### src/rtl/piccolo_round_engine.sv
// Iterative Piccolo encryption datapath: one round per clock, whitening at load and
// after the last round. The round keys come from an external key schedule indexed by round.
module piccolo_round_engine #(
  parameter int ROUNDS = 25
) (
  input  logic        clk,
  input  logic        rst_n,
  input  logic        start,
  input  logic [63:0] din,
  input  logic [63:0] wk,
  input  logic [31:0] rk,
  output logic [4:0]  round,
  output logic        busy,
  output logic        done,
  output logic [63:0] dout,
  output logic        dbg_state
);

  typedef enum logic {IDLE = 1'b0, RUN = 1'b1} state_t;

  localparam logic [4:0] LAST = 5'(ROUNDS - 1);

  // Handshake: start is a request sampled only in IDLE (no ready; ignored while busy);
  // done is a one-cycle valid strobe for dout, which then holds until the next completion.

  function automatic logic [3:0] sbox(input logic [3:0] a);
    logic [3:0] r;
    case (a)
      4'h0: r = 4'he;  4'h1: r = 4'h4;  4'h2: r = 4'hb;  4'h3: r = 4'h2;
      4'h4: r = 4'h3;  4'h5: r = 4'h8;  4'h6: r = 4'h0;  4'h7: r = 4'h9;
      4'h8: r = 4'h1;  4'h9: r = 4'ha;  4'ha: r = 4'h7;  4'hb: r = 4'hf;
      4'hc: r = 4'h6;  4'hd: r = 4'hc;  4'he: r = 4'h5;  default: r = 4'hd;
    endcase
    return r;
  endfunction

  // GF(2^4) doubling modulo x^4 + x + 1
  function automatic logic [3:0] mul2(input logic [3:0] a);
    return {a[2:0], 1'b0} ^ {2'b00, a[3], a[3]};
  endfunction

  function automatic logic [3:0] mul3(input logic [3:0] a);
    return mul2(a) ^ a;
  endfunction

  function automatic logic [15:0] f_func(input logic [15:0] v);
    logic [3:0] s0, s1, s2, s3;
    logic [3:0] y0, y1, y2, y3;
    s0 = sbox(v[15:12]);
    s1 = sbox(v[11:8]);
    s2 = sbox(v[7:4]);
    s3 = sbox(v[3:0]);
    y0 = mul2(s0) ^ mul3(s1) ^ s2 ^ s3;
    y1 = s0 ^ mul2(s1) ^ mul3(s2) ^ s3;
    y2 = s0 ^ s1 ^ mul2(s2) ^ mul3(s3);
    y3 = mul3(s0) ^ s1 ^ s2 ^ mul2(s3);
    return {sbox(y0), sbox(y1), sbox(y2), sbox(y3)};
  endfunction

  state_t      state_q, state_d;
  logic [63:0] x_q, x_d;
  logic [15:0] wk2_q, wk2_d, wk3_q, wk3_d;
  logic [4:0]  cnt_q, cnt_d;
  logic [63:0] dout_q, dout_d;
  logic        done_q, done_d;

  logic [63:0] y;
  logic [63:0] perm;

  always_comb begin
    y = {x_q[63:48], x_q[47:32] ^ f_func(x_q[63:48]) ^ rk[31:16],
         x_q[31:16], x_q[15:0]  ^ f_func(x_q[31:16]) ^ rk[15:0]};
    // bytes x0..x7 -> x2|x7|x4|x1|x6|x3|x0|x5
    perm = {y[47:40], y[7:0], y[31:24], y[55:48],
            y[15:8], y[39:32], y[63:56], y[23:16]};
  end

  always_ff @(posedge clk or negedge rst_n) begin
    if (!rst_n) begin
      state_q <= IDLE;
      x_q     <= '0;
      wk2_q   <= '0;
      wk3_q   <= '0;
      cnt_q   <= '0;
      dout_q  <= '0;
      done_q  <= 1'b0;
    end else begin
      state_q <= state_d;
      x_q     <= x_d;
      wk2_q   <= wk2_d;
      wk3_q   <= wk3_d;
      cnt_q   <= cnt_d;
      dout_q  <= dout_d;
      done_q  <= done_d;
    end
  end

  always_comb begin
    state_d = state_q;
    x_d     = x_q;
    wk2_d   = wk2_q;
    wk3_d   = wk3_q;
    cnt_d   = cnt_q;
    dout_d  = dout_q;
    done_d  = 1'b0;
    case (state_q)
      IDLE: begin
        if (start) begin
          state_d = RUN;
          x_d     = {din[63:48] ^ wk[63:48], din[47:32], din[31:16] ^ wk[47:32], din[15:0]};
          wk2_d   = wk[31:16];
          wk3_d   = wk[15:0];
          cnt_d   = '0;
        end
      end
      RUN: begin
        if (cnt_q == LAST) begin
          // final round: no permutation, output whitening instead
          state_d = IDLE;
          dout_d  = {y[63:48] ^ wk2_q, y[47:32], y[31:16] ^ wk3_q, y[15:0]};
          done_d  = 1'b1;
          cnt_d   = '0;
        end else begin
          x_d   = perm;
          cnt_d = cnt_q + 5'd1;
        end
      end
      default: state_d = IDLE;
    endcase
  end

  assign busy      = (state_q == RUN);
  assign round     = busy ? cnt_q : 5'd0;
  assign done      = done_q;
  assign dout      = dout_q;
  assign dbg_state = (state_q == RUN);

endmodule

### config.mk
export PLATFORM = sky130hd
export DESIGN_NAME = piccolo_round_engine
export DESIGN_NICKNAME = d
export VERILOG_FILES = /design/src/rtl/piccolo_round_engine.sv
export SDC_FILE = /design/constraint.sdc
export NUM_CORES = 1
export LEC_CHECK = 0
export CAP_MARGIN = 40
export CORE_MARGIN = 2
export CORE_UTILIZATION = 57
export CTS_BUF_LIST = sky130_fd_sc_hd__clkbuf_16
export CTS_CLUSTER_DIAMETER = 150
export DETAILED_ROUTE_END_ITERATION = 12
export PLACE_DENSITY = 0.95
export RECOVER_POWER = 100
export SYNTH_ARGS = -nofsm -noshare
export SYNTH_HDL_FRONTEND = slang
export SYNTH_SLANG_ARGS = --single-unit
### constraint.sdc
create_clock -name clk -period 9.3 [get_ports clk]
set_input_delay 1.86 -clock clk [delete_from_list [all_inputs] [get_ports clk]]
set_output_delay 1.86 -clock clk [all_outputs]
set_load 0.05 [all_outputs]
==> results_dict.tcl, run 1 <==
set metrics [dict create \
    outcome "finished, violations left" \
    violations "capacitance limit, slew limit" \
    skew_ps 8.82 \
    drtPass1Iterations 6 \
    ys_ff_latch 167 \
    die_w_microns 147 \
    grtUsageTotal_pct 31.6 \
    synth_top_family_by_area "XOR/XNOR gates" \
    grt_pass1_vias 9967 \
    critPathSlowestCell "clkbuf_1" \
    rsz0062_at_grt "false" \
    drive_gt1_share_pct 11.1 \
    async_flop_share_pct 100 \
    core_sq_mm 0.0202 \
    fin_nets 1550 \
    rows 52 \
    whs_path_depth 2 \
    post_cts_resize_count 0 \
    syn_area_sq_mm 0.0116 \
    hold_end "dout[36]" \
    muxShareOfSynthArea_pct 9.96 \
    die_h_microns 147 \
    cts_setup_buffers 0 \
    worst-setup-path-type "primary input to asynchronous set/reset pin" \
    grt_overflow 0 \
    synth-adder-area-share_pct 4.84 \
    synth_xor_area_share_pct 22.8 \
    cp_max_fo 83 \
    period_minus_slack_ps 5610 \
    io_pins 235 \
    cp_cell_sequence "clkbuf_1 > buf_4 > buf_16" \
    rr_worst_depth 9 \
    setup_viol 0 \
    cts_tree "done" \
    vias 9667 \
    path_delay_family "buffers and inverters" \
    gp_congestion 0.974 \
    max_slew_margin_pct -203 \
    synth_edf_count 0 \
    final-hold-violation-count 0 \
    maxCapViolCount 3 \
    synth_area_per_cell_sq_um 10.0 \
    clock.fmax_ghz 0.178 \
    dp_hpwl_microns 24300 \
    first_iter_violations 927 \
    layout_commonest_cell "xnor2_1" \
    r2r-end "x_q[48]" \
    fin_crit_sh_pct 60.3 \
    cts_sinks 167 \
    yosys.area_share.simple_pct 8.55 \
    holdBufCountCts 0 \
    h-tree-depth 4 \
    cts-root-buf "clkbuf_16" \
    clk_pin_slew_ps 70 \
    worst_setup_path_start_kind "primary input" \
    cp.arrival_ps 6230 \
    dieArea_sq_mm 0.0216 \
    portBuffers 234 \
    fin_tns_setup_ps 0 \
    synth.net_count 1367 \
    slowest_delay_ps 3140 \
    r2r_slack_ps 3920 \
    critPathCaptureType "asynchronous set/reset pin" \
    start_util_pct 57.7 \
    tightest_slew_ps 4540 \
    r2r-start "busy" \
    area_growth_pct 25.6 \
    worst_ep_required_time_ps 9920 \
    holdCritPathClass "flip-flop to flip-flop" \
    viasPerCell 5.94 \
    ant_nets 0 \
    worstSkewPairLatency_ps 440 \
    synthCells 1159 \
    final_cell_mix "xnor2_1, dfrtp_1, clkdlybuf4s50_1" \
    antenna_found_initial 1 \
    min-delay-start "dout[36]" \
    cts.path.max_buffers 2 \
    grt_start_max_net_pins 96 \
    synth_compound_area_share_pct 13.3 \
    yosysUniqueCellTypes 68 \
    maxSlewViolCount 141 \
    yosys_most_used_dff "dfrtp_1" \
    worst-path-buf-inv 3 \
    ys_warn_count 0 \
    grt_pass1_wl_microns 53200 \
    finalWirelength_microns 33700 \
    cts_buffers 17 \
    yosysSeqAreaShare_pct 35.9 \
    drc 0 \
    wl_per_cell_microns 20.7 \
]
==> worst min-delay path: cells and delay by family (launching register included) <==
kind,cells,cell delay (ps)
compound gates,1,60
flops,1,340
simple gates,1,40
==> registers in the layout, summed over array words and instances, names as in the netlist <==
register	cells
dout	64
busy	1
x_q	64
wk2_q	16
wk3_q	16
done	1
cnt_q	5
==> cells by family (layout without fill, tap and decap cells) <==
kind of cell | count (synthesis) | after routing
xor+xnor | 267 | 267
compound gates | 240 | 240
simple gates | 223 | 223
flops | 167 | 167
buf+inv | 119 | 315
mux | 98 | 98
fa+ha+maj | 45 | 45
other cells | 0 | 2
==> worst max path at each step <==
stage,depth (start not counted),endpoint,from
floorplan,4,round[0],busy
global placement,3,wk2_q[1],start
detailed placement,10,x_q[49],x_q[24]
CTS,2,round[3],busy
global route,3,dout[54],rst_n
finish,3,dout[54],rst_n
==> stage by stage <==
stage               instance area, sq um  utilization (%)  setup slack [ps]  std cells  hold WS [ps]
finish                             14600             72.5              3690       1627           477
global route                       14600             72.5              2870       1626           514
CTS                                14700             72.7              5230       1623           488
detailed placement                 14100             69.7              5420       1591           471
global placement                   14000             69.3              5310       1587           462
floorplan                          11600                -              5560       1159           469
==> metal layers <==
| metal | global-route usage (%) | vias up | routed length [microns] |
|---|---|---|---|
| met5 | 0 | - | 0 |
| met4 | 17.1 | 0 | 2000 |
| met3 | 6.02 | 137 | 2560 |
| met2 | 53.6 | 536 | 16600 |
| met1 | 38.4 | 4693 | 12600 |
| li1 | - | 4301 | - |
==> cells in the mapped netlist, drive strengths merged (2+ instances only) <==
cell     number  area [sq um]
a211oi       16           138
nor3         31           155
mux2         43           484
xor2         59           532
nor2b         7          43.8
o31a          2          17.5
o31ai         3          22.5
o21a          4          30.0
nor3b         3          22.5
a2bb2oi       2          30.0
or2           2          12.5
inv          38           143
mux2i        45           450
mux4         10           225
dfrtp       167          4180
a221o         9          90.1
buf          41           250
a311oi        8           130
o22ai         5          37.5
nand2       110           413
ha           45           563
and3          4          30.0
xnor3         5           114
or3           2          12.5
o21ai       123           616
a31oi         2          12.5
nor2         40           165
a21oi        38           194
xnor2       202          1980
a22oi         2          15.0
o211ai        2          15.0
nand3        10          50.1
clkbuf       40           151
a21o         13          97.6
nand2b        5          31.3
and2          7          43.8
o41ai         2          17.5
==> layout make-up <==
type                       instances  area [sq um]
multi-input combinational        873          6910
clock buffer                      17           425
sequential                       167          4180
clock inverter                    15           179
antenna                            2          5.00
fill                            1298          5550
timing repair buffer             245          2440
tap                              270           338
inverter                          38           143
Power of run 1 is not shown: default switching activity piles up to over one toggle a cycle in this logic, so the estimate is an artifact.
==> run 2: changes to the inputs <==
--- a/config.mk
+++ b/config.mk
@@ -7,11 +7,11 @@
 export LEC_CHECK = 0
 export CAP_MARGIN = 40
 export CORE_MARGIN = 2
-export CORE_UTILIZATION = 57
+export CORE_UTILIZATION = 53
 export CTS_BUF_LIST = sky130_fd_sc_hd__clkbuf_16
 export CTS_CLUSTER_DIAMETER = 150
 export DETAILED_ROUTE_END_ITERATION = 12
-export PLACE_DENSITY = 0.95
+export PLACE_DENSITY = 0.94
 export RECOVER_POWER = 100
 export SYNTH_ARGS = -nofsm -noshare
 export SYNTH_HDL_FRONTEND = slang
==> constraint.sdc (replaced) <==
create_clock -name clk -period 5.4 [get_ports clk]
set_input_delay 1.08 -clock clk [delete_from_list [all_inputs] [get_ports clk]]
set_output_delay 1.08 -clock clk [all_outputs]
set_load 0.05 [all_outputs]
==> results_dict.tcl, run 2 (synthesis gave the netlist of run 1 again) <==
set metrics [dict create \
    critPathCaptureType "flip-flop" \
    die_h_microns 152 \
    final_util_pct 67.4 \
    setup_viol 0 \
    period_minus_slack_ps 4320 \
    core_sq_mm 0.0217 \
    area_growth_pct 25.7 \
    busiest_layer "met2" \
    final_cell_mix "xnor2_1, dfrtp_1, clkdlybuf4s50_1" \
    holdBufCountCts 0 \
    post_cts_resize_count 0 \
    use_met1_pct 35.7 \
    gp_congestion 0.956 \
    start_util_pct 53.7 \
    grt_pass1_wl_microns 53300 \
    antenna_found_initial 2 \
    pre_cts_ws_ps 1610 \
    drc 0 \
    drtPass1Iterations 5 \
    layout_commonest_cell "xnor2_1" \
    grt_use_met2_pct 48.8 \
    finalWirelength_microns 34000 \
    violations "capacitance limit, slew limit" \
    ant_nets 0 \
    final_area_sq_mm 0.0146 \
    vias 9405 \
    clk_pin_slew_ps 70 \
    holdCritPathClass "flip-flop to flip-flop" \
    grt_start_max_net_pins 84 \
    max_slew_margin_pct -45.7 \
    drive_gt1_share_pct 10.8 \
    worst_ep_required_time_ps 5720 \
    wl_per_cell_microns 20.7 \
    cp_cell_sequence "dlygate4sd3_1 > nor2b_1 > clkbuf_1 > mux2_2" \
    rows 54 \
    path_delay_family "buffers and inverters" \
    cts-root-buf "clkbuf_16" \
    skew_ps 12.4 \
    cts_tree "done" \
    layout_setup_ws_ps 1080 \
    die_w_microns 152 \
    fin_tns_setup_ps 0 \
    fin_nets 1552 \
    final-hold-violation-count 0 \
    r2r_slack_ps 1130 \
    dieArea_sq_mm 0.0232 \
    cts_sinks 167 \
    maxSlewViolCount 165 \
    slowest_delay_ps 1300 \
    viasPerCell 5.74 \
    grtUsageTotal_pct 29.5 \
    dp_hpwl_microns 25300 \
    met3_usage_pct 6.20 \
    cts_setup_buffers 0 \
    cts.path.max_buffers 2 \
    cp.arrival_ps 4640 \
    cp_max_fo 21 \
    io_pins 235 \
    portBuffers 234 \
    grt_overflow 0 \
    first_iter_violations 568 \
    grt_pass1_vias 9690 \
    critPathSlowestCell "nor2b_1" \
    rsz0062_at_grt "false" \
    worst_setup_path_start_kind "primary input" \
    h-tree-depth 4 \
    worstSkewPairLatency_ps 450 \
    cts_buffers 17 \
    outcome "finished, violations left" \
    clock.fmax_ghz 0.232 \
    placed_cell_area_sq_mm 0.0141 \
    tightest_slew_ps 2190 \
    worst-path-buf-inv 2 \
    fin_crit_sh_pct 80.0 \
    maxCapViolCount 4 \
    worst-setup-path-type "primary input to flip-flop" \
]
==> run 2: cell types whose count changed in the layout (fill, tap and decap cells not counted), moves of 2 or more <==
cell | before | now
bufinv_16 | 0 | 3
clkbuf_1 | 2 | 4
clkinv_4 | 4 | 1
clkinv_8 | 4 | 2
clkinvlp_4 | 0 | 3
inv_6 | 0 | 3
inv_8 | 7 | 3
xnor2_1 | 177 | 179
xnor2_2 | 23 | 21
==> run 2: worst register-to-register path: stages, from the launching register on <==
cell and delay (ps):
dfrtp_1 760, inv_1 200, ha_1 240, a311oi_1 610
xnor3_1 580, xnor2_1 880, or3_1 220, o221ai_1 130
xnor2_1 210, a221o_1 330
==> run 2: routing by layer <==
layer | vias to the layer above | share of wire (%)
li1 | 4299 | -
met1 | 4570 | 39
met3 | 112 | 6.6
met5 | - | 0
met2 | 424 | 49
met4 | 0 | 5.6
==> run 2: layout make-up <==
| cell class | instances | area [sq um] |
|---|---|---|
| Sequential cell | 167 | 4180 |
| Inverter | 38 | 143 |
| Clock buffer | 17 | 425 |
| Fill cell | 1574 | 7060 |
| Multi-Input combinational cell | 873 | 6890 |
| Antenna cell | 2 | 5.00 |
| Timing Repair Buffer | 247 | 2420 |
| Clock inverter | 15 | 214 |
| Tap cell | 280 | 350 |
==> run 2: path summary, 6_finish.rpt <==
kind                            startpoint  endpoint  cells past startpoint
worst max-delay path                 start  wk3_q[2]                      4
worst min-delay path              dout[22]  dout[22]                      2
worst max register to register     x_q[28]   x_q[49]                      9
worst min register to register    dout[22]  dout[22]                      2
max in group asynchronous            rst_n   x_q[47]                      3
min in group asynchronous            rst_n  dout[15]                      1
==> run 2: metrics by stage <==
step / cells / hold slack [ps]
6_report: 1639 / 473
4_1_cts: 1636 / 480
2_1_floorplan: 1159 / 469
3_3_place_gp: 1600 / 460
5_1_grt: 1639 / 490
3_5_place_dp: 1604 / 471
Power of run 2 is left out for the same reason.
